`src/rtl/reduce_pkg.sv`:
```
// Shared encodings and default widths for the reduce_sched slice.
package reduce_pkg;

  localparam int DEF_OPW  = 4;
  localparam int DEF_CNTW = 8;

  localparam logic OP_AND = 1'b0;
  localparam logic OP_OR  = 1'b1;

  typedef enum logic {
    ST_IDLE = 1'b0,
    ST_FULL = 1'b1
  } state_t;

endpackage

```
`src/rtl/reduce_sched_if.sv`:
```
// Request/response bundle between requesters and reduce_sched; master = requester/sink side.
interface reduce_sched_if
  import reduce_pkg::*;
#(
  parameter int NUM_REQ = 4,
  parameter int IDW     = 2,
  parameter int OPW     = DEF_OPW,
  parameter int CNTW    = DEF_CNTW
);

  logic [NUM_REQ-1:0]     req_valid;
  logic [NUM_REQ-1:0]     req_ready;
  logic [NUM_REQ-1:0]     req_op;
  logic [NUM_REQ*OPW-1:0] req_data;
  logic                   rsp_valid;
  logic                   rsp_ready;
  logic [IDW-1:0]         rsp_id;
  logic                   rsp_op;
  logic                   rsp_result;
  logic [CNTW-1:0]        txn_count;

  modport master (
    output req_valid, req_op, req_data, rsp_ready,
    input  req_ready, rsp_valid, rsp_id, rsp_op, rsp_result, txn_count
  );

  modport slave (
    input  req_valid, req_op, req_data, rsp_ready,
    output req_ready, rsp_valid, rsp_id, rsp_op, rsp_result, txn_count
  );

endinterface

```
`src/rtl/reduce4_unit.sv`:
```
// Combinational AND/OR reduction of one operand vector.
// Latency: none; no flow control, purely combinational.
module reduce4_unit
  import reduce_pkg::*;
#(
  parameter int OPW = DEF_OPW
) (
  input  logic [OPW-1:0] data,
  input  logic           op,
  output logic           result
);

  assign result = (op == OP_OR) ? (|data) : (&data);

endmodule

```
`src/rtl/reduce_sched.sv`:
```
// Round-robin share of one reduction unit across NUM_REQ requesters, single-entry response slot.
// Latency: accept to rsp_valid one cycle; backpressure: rsp_ready=0 holds the slot and zeroes req_ready.
module reduce_sched
  import reduce_pkg::*;
#(
  parameter int NUM_REQ = 4,
  parameter int IDW     = 2,
  parameter int OPW     = DEF_OPW,
  parameter int CNTW    = DEF_CNTW
) (
  input  logic         clk,
  input  logic         rst_n,
  reduce_sched_if.slave bus
);

  if (IDW < $clog2(NUM_REQ)) begin : g_bad_idw
    $error("reduce_sched: IDW is too narrow to index NUM_REQ requesters");
  end
  if (NUM_REQ < 2 || NUM_REQ > 8) begin : g_bad_num_req
    $error("reduce_sched: NUM_REQ must be in 2..8");
  end

  state_t             state_q;
  state_t             state_d;
  logic [IDW-1:0]     rr_ptr_q;
  logic [IDW-1:0]     grant_idx;
  logic               grant_any;
  logic [NUM_REQ-1:0] grant_oh;
  logic               slot_free;
  logic               accept;
  logic [OPW-1:0]     sel_data;
  logic               sel_op;
  logic               unit_result;
  logic [IDW-1:0]     rsp_id_q;
  logic               rsp_op_q;
  logic               rsp_result_q;
  logic [CNTW-1:0]    txn_q;

  // Two passes give the search order rr_ptr+1 .. NUM_REQ-1, then 0 .. rr_ptr.
  always_comb begin
    grant_any = 1'b0;
    grant_idx = '0;
    for (int i = 0; i < NUM_REQ; i++) begin
      if (!grant_any && bus.req_valid[i] && (IDW'(i) > rr_ptr_q)) begin
        grant_any = 1'b1;
        grant_idx = IDW'(i);
      end
    end
    for (int i = 0; i < NUM_REQ; i++) begin
      if (!grant_any && bus.req_valid[i] && (IDW'(i) <= rr_ptr_q)) begin
        grant_any = 1'b1;
        grant_idx = IDW'(i);
      end
    end
  end

  always_comb begin
    grant_oh = '0;
    sel_data = '0;
    sel_op   = OP_AND;
    for (int i = 0; i < NUM_REQ; i++) begin
      if (grant_any && (grant_idx == IDW'(i))) begin
        grant_oh[i] = 1'b1;
        sel_data    = bus.req_data[i*OPW +: OPW];
        sel_op      = bus.req_op[i];
      end
    end
  end

  assign slot_free     = (state_q == ST_IDLE) || bus.rsp_ready;
  assign accept        = grant_any && slot_free;
  assign bus.req_ready = grant_oh & {NUM_REQ{slot_free}};

  reduce4_unit #(.OPW(OPW)) u_reduce (
    .data   (sel_data),
    .op     (sel_op),
    .result (unit_result)
  );

  always_ff @(posedge clk or negedge rst_n) begin
    if (!rst_n) begin
      state_q <= ST_IDLE;
    end else begin
      state_q <= state_d;
    end
  end

  always_comb begin
    state_d = state_q;
    case (state_q)
      ST_IDLE: if (accept) state_d = ST_FULL;
      ST_FULL: if (bus.rsp_ready && !accept) state_d = ST_IDLE;
      default: state_d = ST_IDLE;
    endcase
  end

  always_comb begin
    bus.rsp_valid = (state_q == ST_FULL);
  end

  // Response slot, pointer and counter move only on an accept.
  always_ff @(posedge clk or negedge rst_n) begin
    if (!rst_n) begin
      rsp_id_q     <= '0;
      rsp_op_q     <= 1'b0;
      rsp_result_q <= 1'b0;
      rr_ptr_q     <= IDW'(NUM_REQ - 1);
      txn_q        <= '0;
    end else if (accept) begin
      rsp_id_q     <= grant_idx;
      rsp_op_q     <= sel_op;
      rsp_result_q <= unit_result;
      rr_ptr_q     <= grant_idx;
      txn_q        <= txn_q + CNTW'(1);
    end
  end

  assign bus.rsp_id     = rsp_id_q;
  assign bus.rsp_op     = rsp_op_q;
  assign bus.rsp_result = rsp_result_q;
  assign bus.txn_count  = txn_q;

endmodule

```
`src/flat_wrapper.sv`:
```
// flat-port wrapper written by rule: the top's interface ports become plain ports
module reduce_sched_flat import reduce_pkg::*;
#(
  parameter int NUM_REQ = 4,
  parameter int IDW     = 2,
  parameter int OPW     = DEF_OPW,
  parameter int CNTW    = DEF_CNTW
)
  (clk, rst_n, bus_req_valid, bus_req_op, bus_req_data, bus_rsp_ready, bus_req_ready, bus_rsp_valid, bus_rsp_id, bus_rsp_op, bus_rsp_result, bus_txn_count);
  reduce_sched_if #(.NUM_REQ(NUM_REQ), .IDW(IDW), .OPW(OPW), .CNTW(CNTW)) bus_i ();
  input  logic clk;
  input  logic rst_n;
  input wire logic [$bits(bus_i.req_valid)-1:0] bus_req_valid;
  input wire logic [$bits(bus_i.req_op)-1:0] bus_req_op;
  input wire logic [$bits(bus_i.req_data)-1:0] bus_req_data;
  input wire logic [$bits(bus_i.rsp_ready)-1:0] bus_rsp_ready;
  output wire logic [$bits(bus_i.req_ready)-1:0] bus_req_ready;
  output wire logic [$bits(bus_i.rsp_valid)-1:0] bus_rsp_valid;
  output wire logic [$bits(bus_i.rsp_id)-1:0] bus_rsp_id;
  output wire logic [$bits(bus_i.rsp_op)-1:0] bus_rsp_op;
  output wire logic [$bits(bus_i.rsp_result)-1:0] bus_rsp_result;
  output wire logic [$bits(bus_i.txn_count)-1:0] bus_txn_count;
  assign bus_i.req_valid = bus_req_valid;
  assign bus_i.req_op = bus_req_op;
  assign bus_i.req_data = bus_req_data;
  assign bus_i.rsp_ready = bus_rsp_ready;
  assign bus_req_ready = bus_i.req_ready;
  assign bus_rsp_valid = bus_i.rsp_valid;
  assign bus_rsp_id = bus_i.rsp_id;
  assign bus_rsp_op = bus_i.rsp_op;
  assign bus_rsp_result = bus_i.rsp_result;
  assign bus_txn_count = bus_i.txn_count;
  reduce_sched #(.NUM_REQ(NUM_REQ), .IDW(IDW), .OPW(OPW), .CNTW(CNTW)) u_core (.clk(clk), .rst_n(rst_n), .bus(bus_i));
endmodule
```
`config.mk`:
```
export PLATFORM = sky130hd
export DESIGN_NAME = reduce_sched_flat
export DESIGN_NICKNAME = d
export VERILOG_FILES = /design/src/rtl/reduce_pkg.sv /design/src/rtl/reduce_sched_if.sv /design/src/rtl/reduce4_unit.sv /design/src/rtl/reduce_sched.sv /design/src/flat_wrapper.sv
export SDC_FILE = /design/constraint.sdc
export NUM_CORES = 1
export LEC_CHECK = 0
export ABC_AREA = 0
export CORE_UTILIZATION = 35
export CTS_CLUSTER_DIAMETER = 150
export DETAILED_ROUTE_END_ITERATION = 12
export DONT_BUFFER_PORTS = 1
export PLACE_DENSITY_LB_ADDON = 0.2
export SKIP_LAST_GASP = 1
export SYNTH_ARGS = -nofsm -noshare
export SYNTH_HDL_FRONTEND = slang
export SYNTH_HIERARCHICAL = 1
export SYNTH_SLANG_ARGS = --single-unit
```
`constraint.sdc`:
```
create_clock -name clk -period 3.83 [get_ports clk]
set_clock_uncertainty 0.2 [all_clocks]
set_input_delay 0.383 -clock clk [delete_from_list [all_inputs] [get_ports clk]]
set_output_delay 0.383 -clock clk [all_outputs]
set_load 0.05 [all_outputs]
```
==> results.txt, run 1 <==
status -> finished, final reports clean
row count -> 18
crit path launch -> u_core/rr_ptr_q[0]
pre-CTS setup slack -> 1150 ps
path type of the worst min-delay path -> input port to flop
worst-path cell chain -> and2b_4, o311ai_4, nand4_4, nor2_1
DP HPWL -> 1720 um
DR iter-0 viols -> 22
post-synthesis instance total -> 105
largest net degree at the start of global routing -> 16
clk sink count -> 15
buffers inserted by post-CTS timing repair -> 0
Mean Syn Cell Area -> 9.46 um^2
met1 WL -> 926 um
Setup-failing EPs final -> 0
area leader, netlist -> dfrtp_1
worst reg2reg path depth -> 8
uppermost layer routed -> met4
First-pass DRT Iterations -> 4
Layout Utilization -> 0.414
most common cell after layout, fill and taps aside -> nor2_1
CTS clk-pin slew, worst paths -> 80 ps
post-route ant nets -> 0
buffers added on ports -> 0
Final Cell Area -> 1060 um^2
Max-slew headroom -> 0.399
Leakage -> 0.433 nW
Multi-input gate area -> 601 um^2
vias -> 803
Crit. End Element -> output pin
met2 routed WL -> 982 um
worst setup margin -> 855 ps
Final period util -> 0.777
sequential area share after synthesis -> 0.380
Seq pwr share -> 0.591
fraction of layout cells with a size suffix above 1 -> 0.173
Least-Margin Pin Slew -> 898 ps
RSZ-0062 raised after global routing -> false
die area -> 3060 um^2
root buffer cell -> clkbuf_4
crit path max fanout -> 7
worst skew pair latency -> 280 ps
# H-tree levels -> 1
antenna cells -> 0
kind of critical path -> flop to output pin
peak supply drop -> 0.557 mV
hold_ws -> 21.9 ps
TritonCTS clock tree -> built
CP required -> 3250 ps
commonest non-fill, non-tap cells in the layout -> nor2_1, dfrtp_1, nand2_1
placed cell areas -> 1030 um^2
Die Wd -> 55.3 um
RR Startpoint -> u_core/rr_ptr_q[0]
overall routed net length -> 2180 um
combinational group share of total power -> 0.291
Synth area leaders -> dfrtp_1, nor2_1, dfstp_2
nets -> 139
core area -> 2570 um^2
clock group share of total power -> 0.118
main flop type after synthesis -> dfrtp_1
slowest cell delay on critical path -> 730 ps
syn_nets -> 133
Tmin final -> 2970 ps
Cell Pwr Density -> 711 nW/um^2
FF-to-FF End -> u_core/bus.rsp_result
WP data arrival -> 2390 ps
DRC -> 0
die span in y -> 55.3 um
sw power -> 403 uW
ports placed on the boundary -> 44
Synth async-reset ratio -> 1.00
drt wl/cell -> 15.6 um
Sequential Area -> 378 um^2
fillers -> 263
CP Capture Point -> bus_req_ready[2]
total CTS buffers -> 3
CTS max path bufs -> 2
net switching fraction of the power -> 0.532
grt ovf -> 0
Fin. Hold Viols -> 0
post-CTS sizing -> 0
synth-to-layout area growth -> 7.05%
reg-to-reg slack, setup -> 1250 ps
maximum clock rate -> 336 MHz
Yosys cell types -> 40
MaxCap Viol Count -> 0
met3 WL post-DR -> 256 um
initial antenna violation count -> 0
Routability Congestion -> 0.845
final setup TNS -> 0 ps
Initial Util -> 0.387
first-pass GRT wire length -> 3640 um
YS warnings -> 6
Pint -> 354 uW
flops & latches, synth -> 15
Critical Path Source Type -> flop
slowest CP cell -> nor2_1
max-slew violation count -> 0
number of synthesized flops with an enable pin -> 0
Cell Area, Synth -> 993 um^2
Yosys top cell area share -> 0.327
vias in the first global route -> 786
global-route usage over all layers -> 0.149
vias per cell -> 5.74
metal layers:
metal	vias up	track usage
li1	391	-
met1	367	0.183
met2	43	0.244
met3	2	0.0609
met4	0	0.0321
met5	-	0
cells by family (layout without fill, tap and decap cells):
| group | count (synthesis) | count (layout) | synth area share |
|---|---|---|---|
| multiplexers | 2 | 2 | 0.0227 |
| AO/OA/AOI/OAI | 28 | 28 | 0.224 |
| XOR/XNOR | 7 | 7 | 0.0617 |
| flip-flops | 15 | 15 | 0.380 |
| buffers and inverters | 2 | 7 | 0.0151 |
| adder cells (fa/ha/maj) | 1 | 1 | 0.0126 |
| AND/OR/NAND/NOR | 50 | 50 | 0.283 |
repair_timing:
| action | 4_1_cts | 5_1_grt |
|---|---|---|
| hold endpoints to repair | 15 | 0 |
| hold buffers | 1 | 0 |
| endpoints found under the setup margin | 0 | 0 |
Yosys cell counts, types with 2 or more instances:
library cell,count
nor2_1,15
dfrtp_1,13
nand2_1,12
o21ai_1,8
a2bb2oi_1,5
xnor2_1,5
nand3_1,3
nand4_1,3
o21ai_0,3
and2b_2,2
dfstp_2,2
mux2_2,2
nand2b_1,2
nor2b_1,2
o21a_1,2
xor2_1,2
layout make-up:
type                    instances  area share
multi-input cells              88       0.565
flip-flops and latches         15       0.355
repair buffers                  2      0.0165
clock buffers                   4      0.0247
well taps                      30      0.0353
inverters                       1     0.00353
worst max-delay path, delay by kind of cell, from the launching register on:
kind / cells / cell delay (ps)
AOI/OAI and AO/OA: 1 / 430
DFF: 1 / 550
and+or+nand+nor: 3 / 1130
stage by stage:
step / total power [mW] / instances
5_1_grt: 0.804 / 140
3_3_place_gp: 0.662 / 135
2_1_floorplan: 0.622 / 105
6_report: 0.756 / 140
4_1_cts: 0.765 / 140
3_5_place_dp: 0.669 / 135
worst min-delay path by stage:
stage | slack [ps] | endpoint | cells after the start | start
2_1_floorplan | -110 | u_core/bus.rsp_id[0] | 0 | rst_n
3_3_place_gp | -110 | u_core/bus.txn_count[5] | 0 | rst_n
3_5_place_dp | -110 | u_core/bus.txn_count[5] | 0 | rst_n
4_1_cts | 10 | u_core/bus.rsp_valid | 2 | bus_req_valid[1]
5_1_grt | 10 | u_core/bus.rsp_valid | 2 | bus_req_valid[1]
6_report | 20 | u_core/bus.rsp_valid | 2 | bus_req_valid[1]
flip-flops by register name, summed over array words and instances (netlist names):
name / flops
u_core/bus.rsp_valid: 1
u_core/bus.rsp_op: 1
u_core/bus.txn_count: 8
u_core/bus.rsp_id: 2
u_core/bus.rsp_result: 1
u_core/rr_ptr_q: 2
power by group through the flow:
| stage | registers (mW) | clock network (mW) | logic (mW) |
|---|---|---|---|
| 5_1_grt | 0.457 | 0.102 | 0.244 |
| 2_1_floorplan | 0.435 | 0 | 0.187 |
| 3_3_place_gp | 0.450 | 0 | 0.212 |
| 6_report | 0.447 | 0.0895 | 0.220 |
| 4_1_cts | 0.449 | 0.0946 | 0.222 |
| 3_5_place_dp | 0.452 | 0 | 0.217 |
Power figures use the tool's default switching activity.
==> run 2, diff against run 1 <==
==> constraint.sdc (replaced) <==
create_clock -name clk -period 2.46 [get_ports clk]
set_clock_uncertainty 0.2 [all_clocks]
set_input_delay 0.246 -clock clk [delete_from_list [all_inputs] [get_ports clk]]
set_output_delay 0.246 -clock clk [all_outputs]
set_load 0.05 [all_outputs]
==> run 2 against run 1 <==
Cell area grew 12%. Critical path depth grew 1. Worst setup slack lost 770 ps. Final cell count grew 8.6%. Routed wire length grew 1.0%. Largest power group unchanged. Flip-flop and latch count is the same. Largest cell class unchanged. Die area is the same. Critical endpoint is now u_core/bus.rsp_valid. Hold slack gained 27 ps. Critical path type is now input port to flop. Highest routed layer unchanged.
==> results.txt, run 2 (same netlist as run 1, synthesis figures left out) <==
RSZ-0062 raised after global routing -> true
root buffer cell -> clkbuf_4
Initial Util -> 0.387 (unchanged)
fraction of layout cells with a size suffix above 1 -> 0.254 (+0.0814)
DP HPWL -> 1710 um (-0.77%)
CP required -> 2440 ps (-810 ps)
max-slew violation count -> 0 (unchanged)
path type of the worst min-delay path -> input port to flop
drt wl/cell -> 14.5 um (-7.0%)
Least-Margin Pin Slew -> 648 ps (-249 ps)
crit path max fanout -> 6 (-1)
final setup TNS -> 0 ps (unchanged)
largest net degree at the start of global routing -> 16 (unchanged)
nets -> 151 (+8.6%)
post-route ant nets -> 0 (unchanged)
TritonCTS clock tree -> built
Fin. Hold Viols -> 0 (unchanged)
hold path cells -> 3 (+1)
antenna cells -> 0 (unchanged)
row count -> 18 (unchanged)
CP bufs+invs -> 3 (+3)
First-pass DRT Iterations -> 4 (unchanged)
vias per cell -> 5.51 (-3.9%)
overall routed net length -> 2200 um (+1.0%)
Tot Pwr -> 1.22 mW (+62%)
Die Wd -> 55.3 um (unchanged)
slowest CP cell -> dlygate4sd3_1
Setup-failing EPs final -> 0 (unchanged)
pre-CTS setup slack -> 44.6 ps (-1110 ps)
WP data arrival -> 2350 ps (-40 ps)
most common cell after layout, fill and taps aside -> nor2_1
peak supply drop -> 0.765 mV (+37%)
hold_ws -> 49.0 ps (+27.1 ps)
# H-tree levels -> 1 (unchanged)
status -> finished, final reports clean
Final period util -> 0.966
DRC -> 0 (unchanged)
Crit. End Element -> flop
ports placed on the boundary -> 44 (unchanged)
Leakage -> 0.499 nW (+15%)
Critical Path Source Type -> input port
Routability Congestion -> 0.828 (-2.1%)
initial antenna violation count -> 0 (unchanged)
Tmin final -> 2380 ps
buffers added on ports -> 0 (unchanged)
clk sink count -> 15 (unchanged)
Hold Path End -> u_core/bus.rsp_id[1]
most frequent CP cell -> dlygate4sd3_1
die span in y -> 55.3 um (unchanged)
reg-to-reg slack, setup -> 100 ps (-1150 ps)
worst skew pair latency -> 280 ps (about the same)
MaxCap Viol Count -> 0 (unchanged)
Cell Pwr Density -> 1030 nW/um^2 (+45%)
kind of critical path -> input port to flop
DR iter-0 viols -> 36 (+64%)
max FFs per register -> 8 (unchanged)
vias in the first global route -> 786 (unchanged)
buffers inserted by post-CTS timing repair -> 0 (unchanged)
Max-slew headroom -> 0.567 (+0.167)
Crit path max-delay family -> buffers and inverters
commonest non-fill, non-tap cells in the layout -> nor2_1, dfrtp_1, nand2_1
CTS max path bufs -> 2 (unchanged)
Worst Hold Launch -> bus_req_valid[2]
first-pass GRT wire length -> 3760 um (+3.2%)
vias -> 838 (+4.4%)
slowest cell delay on critical path -> 640 ps (-90 ps)
worst reg2reg path depth -> 8 (unchanged)
core area -> 2570 um^2 (unchanged)
CTS clk-pin slew, worst paths -> 100 ps (+20 ps)
die area -> 3060 um^2 (unchanged)
synth-to-layout area growth -> 19.5%
total CTS buffers -> 3 (unchanged)
global-route usage over all layers -> 0.154 (+0.00538)
worst setup margin -> 83.8 ps (-771 ps)
FF-to-FF End -> u_core/bus.rsp_result
grt ovf -> 0 (unchanged)
worst-path cell chain -> dlygate4sd3_1, nor4_2, dlygate4sd3_1, nand2_1, dlygate4sd3_1
RR Startpoint -> u_core/rr_ptr_q[0]
maximum clock rate -> 421 MHz
-- run 2: per-stage QoR --
stage | util | instances | cell area (um^2)
floorplan | - | 105 | 993
global placement | 0.421 | 142 | 1080
detailed placement | 0.421 | 142 | 1080
CTS | 0.455 | 152 | 1170
global route | 0.462 | 152 | 1190
finish | 0.462 | 152 | 1190
-- run 2: how the worst max path moves through the flow --
stage / startpoint / end / slack [ps] / depth (start not counted)
floorplan: u_core/rr_ptr_q[0] / u_core/bus.rsp_result / 40 / 8
global placement: u_core/rr_ptr_q[0] / u_core/bus.rsp_result / 80 / 9
detailed placement: u_core/rr_ptr_q[0] / u_core/bus.rsp_result / 40 / 9
CTS: u_core/rr_ptr_q[0] / u_core/bus.rsp_op / 40 / 7
global route: u_core/rr_ptr_q[0] / u_core/bus.rsp_result / -40 / 8
finish: bus_req_valid[1] / u_core/bus.rsp_valid / 80 / 5
-- run 2: timing repair --
action | CTS | global route
endpoints found under the setup margin | 0 | 3
hold endpoints to repair | 18 | 0
hold buffers | 6 | 0
gates resized for setup | 0 | 5
-- run 2: power breakdown --
part           internal (mW)  switching (mW)
clock network         0.0602          0.0775
registers              0.330           0.321
logic                  0.198           0.236
total                  0.588           0.634
-- run 2: worst register-to-register path: stages (launching register included) --
cell	delay, ps
dfstp_2	550
and2b_4	210
o311ai_4	280
nand4_4	180
nor2_1	120
o21ai_1	90
o41ai_2	330
nand2_1	70
mux2_2	260
-- run 2: area by class of cell --
class / instances / area [um^2]
Clock buffer: 3 / 22.5
Clock inverter: 1 / 5.00
Fill cell: 266 / 1380
Inverter: 1 / 3.75
Multi-Input combinational cell: 88 / 617
Sequential cell: 15 / 378
Tap cell: 30 / 37.5
Timing Repair Buffer: 14 / 124
-- run 2: per-layer routing --
metal	routed length, um	share of wire	GRT usage	up-vias
li1	-	-	-	417
met4	13	0.0059	0.0321	0
met1	974	0.44	0.200	384
met5	0	0	0	-
met3	200	0.091	0.0679	2
met2	1010	0.46	0.238	35
